### src/rtl/fetch_ctrl.sv
// -----------------------------------------------------------------------------
// fetch_ctrl
//
// Instruction-fetch sequencer. Owns the word-addressed fetch PC, issues
// in-order requests to instruction memory under a credit limit of DEPTH
// (instructions in flight plus instructions buffered), tags every accepted
// request with its PC, and hands {instr, pc} pairs to decode through a small
// FIFO. Redirects from execute flush the FIFO and mark every response still
// in flight as stale so it is dropped when it returns.
//
// Optional build macro: FETCH_PERF_EN adds perf_redirects / perf_bubbles.
//
// Ports:
//   clk, reset                 clock, asynchronous active-high reset
//   stall                      blocks raising a new fetch request
//   redirect, redirect_pc      one-cycle redirect pulse and target PC
//   imem_req_valid/ready/addr  fetch request handshake (word address)
//   imem_rsp_valid/data        in-order response, always accepted
//   dec_valid/ready            instruction handshake towards decode
//   dec_instr, dec_pc          instruction at the FIFO head and its PC
//   perf_redirects             (FETCH_PERF_EN) accepted redirect count
//   perf_bubbles               (FETCH_PERF_EN) cycles decode waited on fetch
//
// state | meaning
// BOOT  | first cycle after reset, nothing issued, redirects ignored
// FETCH | requests issued whenever credit allows and stall is low
// HOLD  | stalled with no request pending, waits for stall to drop
// -----------------------------------------------------------------------------
module fetch_ctrl #(
    parameter logic [31:0] RESET_PC = 32'd0,
    parameter int          DEPTH    = 2
) (
    input  logic        clk,
    input  logic        reset,
    input  logic        stall,
    input  logic        redirect,
    input  logic [31:0] redirect_pc,
    output logic        imem_req_valid,
    input  logic        imem_req_ready,
    output logic [31:0] imem_req_addr,
    input  logic        imem_rsp_valid,
    input  logic [31:0] imem_rsp_data,
    output logic        dec_valid,
    input  logic        dec_ready,
    output logic [31:0] dec_instr,
    output logic [31:0] dec_pc
`ifdef FETCH_PERF_EN
    ,
    output logic [31:0] perf_redirects,
    output logic [31:0] perf_bubbles
`endif
);

    localparam int CW = $clog2(DEPTH + 1);
    localparam int PW = (DEPTH > 1) ? $clog2(DEPTH) : 1;

    localparam logic [1:0] ST_BOOT  = 2'd0;
    localparam logic [1:0] ST_FETCH = 2'd1;
    localparam logic [1:0] ST_HOLD  = 2'd2;

    logic [1:0]    state;
    logic [31:0]   fetch_pc;
    logic          pend_q;
    logic [CW-1:0] inflight;
    logic [CW-1:0] kill;
    logic [CW-1:0] count;

    logic [31:0]   tag_q [DEPTH];
    logic [PW-1:0] tag_wr;
    logic [PW-1:0] tag_rd;

    logic [31:0]   buf_instr [DEPTH];
    logic [31:0]   buf_pc    [DEPTH];
    logic [PW-1:0] buf_wr;
    logic [PW-1:0] buf_rd;

    logic redir_en;
    logic credit_ok;
    logic accept;
    logic buf_push;
    logic buf_pop;

    function automatic logic [PW-1:0] ptr_next(input logic [PW-1:0] p);
        return (int'(p) == DEPTH - 1) ? '0 : p + 1'b1;
    endfunction

    // Credit uses registered counts only: a slot freed this cycle is reused
    // next cycle, keeping the request path off the pop/response path.
    always_comb begin
        redir_en  = redirect && (state != ST_BOOT);
        credit_ok = (int'(inflight) + int'(count)) < DEPTH;
        // A pending request holds regardless of stall; only a redirect
        // withdraws it.
        imem_req_valid = (state == ST_FETCH) && !redirect &&
                         (pend_q || (!stall && credit_ok));
        imem_req_addr  = fetch_pc;
        accept         = imem_req_valid && imem_req_ready;
        buf_push       = imem_rsp_valid && !redir_en && (kill == '0);
        dec_valid      = (count != '0);
        buf_pop        = dec_valid && dec_ready;
        dec_instr      = buf_instr[buf_rd];
        dec_pc         = buf_pc[buf_rd];
    end

    always_ff @(posedge clk or posedge reset) begin
        if (reset) begin
            state    <= ST_BOOT;
            fetch_pc <= RESET_PC;
            pend_q   <= 1'b0;
            inflight <= '0;
            kill     <= '0;
            count    <= '0;
            tag_wr   <= '0;
            tag_rd   <= '0;
            buf_wr   <= '0;
            buf_rd   <= '0;
            for (int i = 0; i < DEPTH; i++) begin
                tag_q[i]     <= '0;
                buf_instr[i] <= '0;
                buf_pc[i]    <= '0;
            end
        end else begin
            case (state)
                ST_BOOT:  state <= ST_FETCH;
                ST_FETCH: if (stall && !(imem_req_valid && !imem_req_ready)) state <= ST_HOLD;
                ST_HOLD:  if (!stall) state <= ST_FETCH;
                default:  state <= ST_BOOT;
            endcase

            pend_q <= imem_req_valid && !imem_req_ready;

            if (redir_en) begin
                fetch_pc <= redirect_pc;
            end else if (accept) begin
                fetch_pc <= fetch_pc + 32'd1;
            end

            inflight <= inflight + CW'(accept) - CW'(imem_rsp_valid);

            // Every response still outstanding after a redirect is stale;
            // one arriving in the redirect cycle itself is dropped directly.
            if (redir_en) begin
                kill <= inflight - CW'(imem_rsp_valid);
            end else if (imem_rsp_valid && (kill != '0)) begin
                kill <= kill - 1'b1;
            end

            if (accept) begin
                tag_q[tag_wr] <= fetch_pc;
                tag_wr        <= ptr_next(tag_wr);
            end
            if (imem_rsp_valid) begin
                tag_rd <= ptr_next(tag_rd);
            end

            if (redir_en) begin
                count  <= '0;
                buf_rd <= buf_wr;
            end else begin
                if (buf_push) begin
                    buf_instr[buf_wr] <= imem_rsp_data;
                    buf_pc[buf_wr]    <= tag_q[tag_rd];
                    buf_wr            <= ptr_next(buf_wr);
                end
                if (buf_pop) begin
                    buf_rd <= ptr_next(buf_rd);
                end
                count <= count + CW'(buf_push) - CW'(buf_pop);
            end
        end
    end

`ifdef FETCH_PERF_EN
    always_ff @(posedge clk or posedge reset) begin
        if (reset) begin
            perf_redirects <= '0;
            perf_bubbles   <= '0;
        end else begin
            if (redir_en) begin
                perf_redirects <= perf_redirects + 32'd1;
            end
            if ((state != ST_BOOT) && dec_ready && !dec_valid) begin
                perf_bubbles <= perf_bubbles + 32'd1;
            end
        end
    end
`endif

    // The credit limit makes these unreachable with a well-behaved memory.
    a_no_overflow: assert property (@(posedge clk) disable iff (reset)
        !(buf_push && !buf_pop && (int'(count) == DEPTH)));
    a_kill_bound: assert property (@(posedge clk) disable iff (reset)
        (kill <= inflight) && (int'(inflight) <= DEPTH));

endmodule

### config.mk
export PLATFORM = sky130hd
export DESIGN_NAME = fetch_ctrl
export DESIGN_NICKNAME = d
export VERILOG_FILES = /design/src/rtl/fetch_ctrl.sv
export SDC_FILE = /design/constraint.sdc
export NUM_CORES = 1
export LEC_CHECK = 0
export BUFFER_PORTS_ARGS = -buffer_cell sky130_fd_sc_hd__buf_4
export CAP_MARGIN = 20
export CORE_MARGIN = 3
export CORE_UTILIZATION = 57
export DETAILED_ROUTE_END_ITERATION = 7
export GPL_ROUTABILITY_DRIVEN = 0
export GPL_TIMING_DRIVEN = 0
export PLACE_DENSITY = 0.86
export SYNTH_ARGS = -nofsm -noshare
export SYNTH_HDL_FRONTEND = slang
export SYNTH_SLANG_ARGS = --single-unit
### constraint.sdc
create_clock -name clk -period 7.2 [get_ports clk]
set_clock_uncertainty 0.1 [all_clocks]
set_input_delay 0 -clock clk [delete_from_list [all_inputs] [get_ports clk]]
set_output_delay 0 -clock clk [all_outputs]
set_load 0.02 [all_outputs]
Yosys cells after proc, flatten, opt, wreduce, memory -nomap -nowiden
Index checks and enable logic that the tools add are counted.
- flip-flop bits (word level): 237
- bits in latches: 0
- RAM bits: 0
- ROM bits: 0
- output and inout bits: 98
- memories: 0
- add/subtract/negate cells: 12
- multipliers: 0
- divide/modulo/power cells: 0
- order comparisons: 7
- equality and inequality tests: 4
- shifts and indexed selects: 0
- muxes and demuxes: 30
- bitwise gates (word level): 5
- reductions and logical operators: 29
- operators by type and width (cell ; count):
    32-bit two-way mux ; 13
    64-bit bitwise mux ; 3
    32-bit demux with 1-bit select ; 2
    32-bit by 1-bit adder with 32-bit output, second input constant ; 1
    1-bit logical AND ; 13
    2-bit nonzero test ; 6
    2-bit two-way mux ; 5
    2-bit >= comparator, second input constant ; 4
    1-bit NOT with 2-bit output ; 4
    1-bit two-way mux ; 6
    2-bit case mux with 3 select lines ; 1
    2-bit by 1-bit subtractor with 2-bit output ; 3
    1-bit zero test ; 5
    1-bit adder, second input constant ; 4
    2-bit by 1-bit adder with 2-bit output ; 2
    2-bit zero test ; 2
    2-bit by 1-bit less-than comparator with 1-bit output, second input constant ; 2
    2-bit AND reduction ; 2
    2-bit by 2-bit adder with 3-bit output ; 1
    3-bit by 2-bit less-than comparator with 1-bit output, second input constant ; 1
    2-bit by 1-bit == test with 1-bit output, second input constant ; 1
    2-bit == test, second input constant ; 1
    2-bit by 1-bit != test with 1-bit output, second input constant ; 1
    2-bit != test, second input constant ; 1
    other kinds (3) ; 3

Longest topological paths before layout
- word-level depth: 10
- gate-level depth with buffers: 10
- mapped depth without buffers: 10

Least setup slack after synthesis
OpenSTA, ideal clock, no wires.
- path type: reg2reg
- start point: register inflight[0]
- end point: register inflight[1]
- setup time: 0.123 ns
- data arrival time: 2.521 ns
- data required time: 6.977 ns
- setup slack: 4.457 ns
- stages on the path, launching flop included: 11
- path buffers: 0
- path through: dfrtp_1 and2_1 fa_1 or3_4 a21oi_4 inv_2 ha_1 inv_1 ha_1 xnor2_1 xnor2_1
- word-level cells in the longest chain between the ends: 8
- ends and longest elaborated chain (item ; RTL line ; text):
    from (decl) ; 64 ; logic [CW-1:0] inflight;
    from (signal assigned) ; 138 ; inflight <= inflight + CW'(accept) - CW'(imem_rsp_valid);
    2-bit by 2-bit adder with 3-bit output ; 91 ; credit_ok = (int'(inflight) + int'(count)) < DEPTH;
    3-bit by 2-bit less-than comparator with 1-bit output ; 91 ;
    1-bit logical AND ; 95 ; (pend_q || (!stall && credit_ok));
    1-bit logical OR ; 95 ;
    1-bit logical AND ; 94 ; imem_req_valid = (state == ST_FETCH) && !redirect &&
    1-bit logical AND ; 97 ; accept = imem_req_valid && imem_req_ready;
    2-bit by 1-bit adder with 2-bit output * ; 138 ;
    2-bit by 1-bit subtractor with 2-bit output * ; 138 ;
Mark *: on every way between the ends. The rest lies on a longest branch, timed or not.
A chain may end at the register's enable or synchronous reset.

Worst setup path in the final report
- start point: register inflight[0]
- end point: register fetch_pc[29], in the netlist imem_req_addr[29]
- word-level cells in the longest chain between the ends: 7
- ends and longest elaborated chain (item ; RTL line ; text):
    2-bit by 2-bit adder with 3-bit output ; 91 ;
    3-bit by 2-bit less-than comparator with 1-bit output ; 91 ;
    1-bit logical AND ; 95 ;
    1-bit logical OR ; 95 ;
    1-bit logical AND ; 94 ;
    1-bit logical AND ; 97 ;
    2-bit nonzero test (no source line) ; n/a ;
    to (signal assigned) ; 133 ; fetch_pc <= redirect_pc;
    to (signal assigned) ; 135 ; fetch_pc <= fetch_pc + 32'd1;
    to (decl) ; 62 ; logic [31:0] fetch_pc;
No other way between the ends.

==> flow_metrics.tcl <==
set metrics [dict create \
    max_stage_delay_ps 590 \
    synth_commonest_cells "dfrtp_1, mux2_2, nand2_1" \
    ys_seq_elements 237 \
    drv_cap 0 \
    antenna_cells 0 \
    syn-num-nets 958 \
    synthDistinctLibCells 59 \
    met1_length_mm 11.2 \
    yosysWarningCount 0 \
    slew_headroom 0.429 \
    placed_cells 1278 \
    cts-resized-gates 0 \
    path_cells "and2_1 > fa_1 > nor3_2 > o211a_1 > buf_4 > nand2_1 > o211ai_1 > o311ai_0 > dlygate4sd3_1" \
    io_pins 169 \
    syn_to_final_growth_pct 30.7 \
    wl_met3_mm 2.17 \
    htree_num_levels 1 \
    synth.top_cell.area_share 0.554 \
    layout_setup_ws_ps 4070 \
    endpoint_kind "register" \
    synth_area_per_cell_sq_um 12.2 \
    final_max_slew_viol_count 0 \
    fin_total_pwr_mw 6.68 \
    stdcell_count 1399 \
    dpl.hpwl_mm 18.0 \
    drive_above_1_share 0.366 \
    setup_viol 0 \
    start_util 0.588 \
    die_x_microns 143 \
    grt_max_degree 91 \
    grt_pass1_vias 8497 \
    root_buffer "clkbuf_16" \
    drc 0 \
    synth_top_area_cell "dfrtp_1" \
    clock-sinks 237 \
    rsz0062_at_grt "false" \
    hp-start "redirect_pc[4]" \
    postRouteAntennaNets 0 \
    synth_top_flop_cell "dfrtp_1" \
    rows 49 \
    highest_layer "met4" \
    worstPathRequired_ps 7490 \
    path_clk_slew_ps 60 \
    synth_area_sq_um 10700 \
    synth_area_leaders "dfrtp_1, mux2_2, o21ai_0" \
    arrival_ps 3420 \
    grt_antenna_before_repair 0 \
    fin_tns_setup_ps 0 \
    worstSetupStartpointType "register" \
    fin_nets 1232 \
    hp-class "in -> reg" \
    nFillCells 1091 \
    coreArea_sq_um 18200 \
    grt_pass1_wl_mm 45.0 \
    crit-reg2reg-launch "inflight[0]$_DFF_PP0_" \
    dr_total_vias 8197 \
    die_area_sq_um 20500 \
    worstPathMaxFanout 9 \
    drt_wl_total_mm 28.3 \
    ys_seq_area_frac 0.554 \
    holdWs_ps 140 \
    post-cts-setup-buffer-count 0 \
    tightest_slew_ps 856 \
    crit_family "buffers and inverters" \
    status "finished clean" \
    cts_buffers 24 \
    io_buffers 168 \
    pre_cts_slack_ps 4270 \
    dr_wl_met2_mm 14.1 \
    syn_inst 879 \
    overflow 0 \
    powerDensity_nw_per_um2 478 \
    clockBufferDepth 3 \
    peakVddDrop_mv 0.280 \
    drtPass1Iterations 5 \
    clk_latency_ps 510 \
    finalHoldViolations 0 \
    die_h_microns 143 \
    async_reset_ff_frac 1.00 \
    path_class "reg -> reg" \
    fin_crit_sh 0.434 \
    cts_tree "built" \
    wire_per_inst_microns 20.2 \
    cp_num_buf_inv 2 \
    min_period_ps 3130 \
    slowest_stage "dlygate4sd3_1" \
    cellLeakagePower_nw 6.47 \
    drtIter0Drc 451 \
    synth-edff-count 0 \
    yosysMostFrequentCell "dfrtp_1" \
    grt_util_all_layers 0.274 \
    crit_path_start "inflight[0]$_DFF_PP0_" \
    detail_route.vias_per_cell 5.86 \
    fmax_mhz 320 \
]
## stage by stage
| stage | util | instance area (sq um) |
|---|---|---|
| after floorplan | - | 10700 |
| after detailed placement | 0.676 | 12300 |
| final | 0.768 | 14000 |
| after CTS | 0.768 | 14000 |
| after global placement | 0.673 | 12300 |
| after global routing | 0.768 | 14000 |
## per-layer routing
layer | track usage | vias to the layer above
met5 | 0 | -
met1 | 0.365 | 4086
met4 | 0.0840 | 0
li1 | - | 3640
met3 | 0.0439 | 65
met2 | 0.466 | 406
## report_power, final
group	leakage (nW)	internal [mW]	switching (mW)
Clock	0.435	0.874	0.515
Combinational	3.07	1.37	1.49
Sequential	2.97	1.94	0.485
Total	6.47	4.19	2.49
## cell usage in the layout (no fill, tap or decap), drive strengths merged, types with 3 or more instances in the layout
cell,instances
o211ai,4
nand2b,4
buf,188
dfrtp,237
or3,3
and2,4
o21ai,69
xnor2,23
bufinv,5
a21oi,36
mux2i,32
and3,5
nand4,8
mux2,182
nand3,11
and4,5
nor3,10
nor2,48
ha,7
dlygate4sd3,78
nor4,5
inv,13
nand2,87
clkbuf,67
xor2,9
a31oi,3
## cell families after synthesis
group           share of synthesized area
compound gates                     0.0691
mux                                 0.225
buf+inv                            0.0261
flops                               0.554
xor+xnor                           0.0262
simple gates                       0.0901
fa+ha+maj                          0.0101
## sequential cells by signal (all words and copies together) (netlist names)
name	cells
tag_rd	1
state	2
inflight	2
buf_instr	64
count	2
buf_rd	1
kill	2
tag_q	64
buf_wr	1
tag_wr	1
imem_req_addr	32
pend_q	1
buf_pc	64
## worst register-to-register path: cells and delay by family (launching register included)
kind            cells  cell delay (ps)
buf+inv             2              780
compound gates      3              560
flops               1              400
fa+ha+maj           1              470
simple gates        3              710
## worst paths after layout
path / end / slack, ps / depth (start not counted)
min: imem_req_addr[4]$_DFFE_PP0P_ / 140 / 4
max: imem_req_addr[29]$_DFFE_PP0P_ / 4070 / 9
min reg2reg: buf_pc[17]$_DFFE_PP0P_ / 370 / 2
max in group asynchronous: buf_pc[43]$_DFFE_PP0P_ / 5590 / 5
min in group asynchronous: tag_q[15]$_DFFE_PP0P_ / 630 / 4
max reg2reg: imem_req_addr[29]$_DFFE_PP0P_ / 4070 / 9
## cell type report
cell class,count,area [sq um],share of cell area
tap,229,287,0.0205
inverter,13,56.3,0.00403
multi-input combinational,579,4500,0.321
buffer,50,230,0.0165
timing repair buffer,248,2100,0.150
clock inverter,8,168,0.0120
sequential,237,5930,0.424
clock buffer,35,723,0.0517
## what timing repair did
item,4_1_cts,5_1_grt
hold endpoints to repair,343,0
endpoints found under the setup margin,0,0
hold buffers,78,0
(Power assumes the default switching activity.)
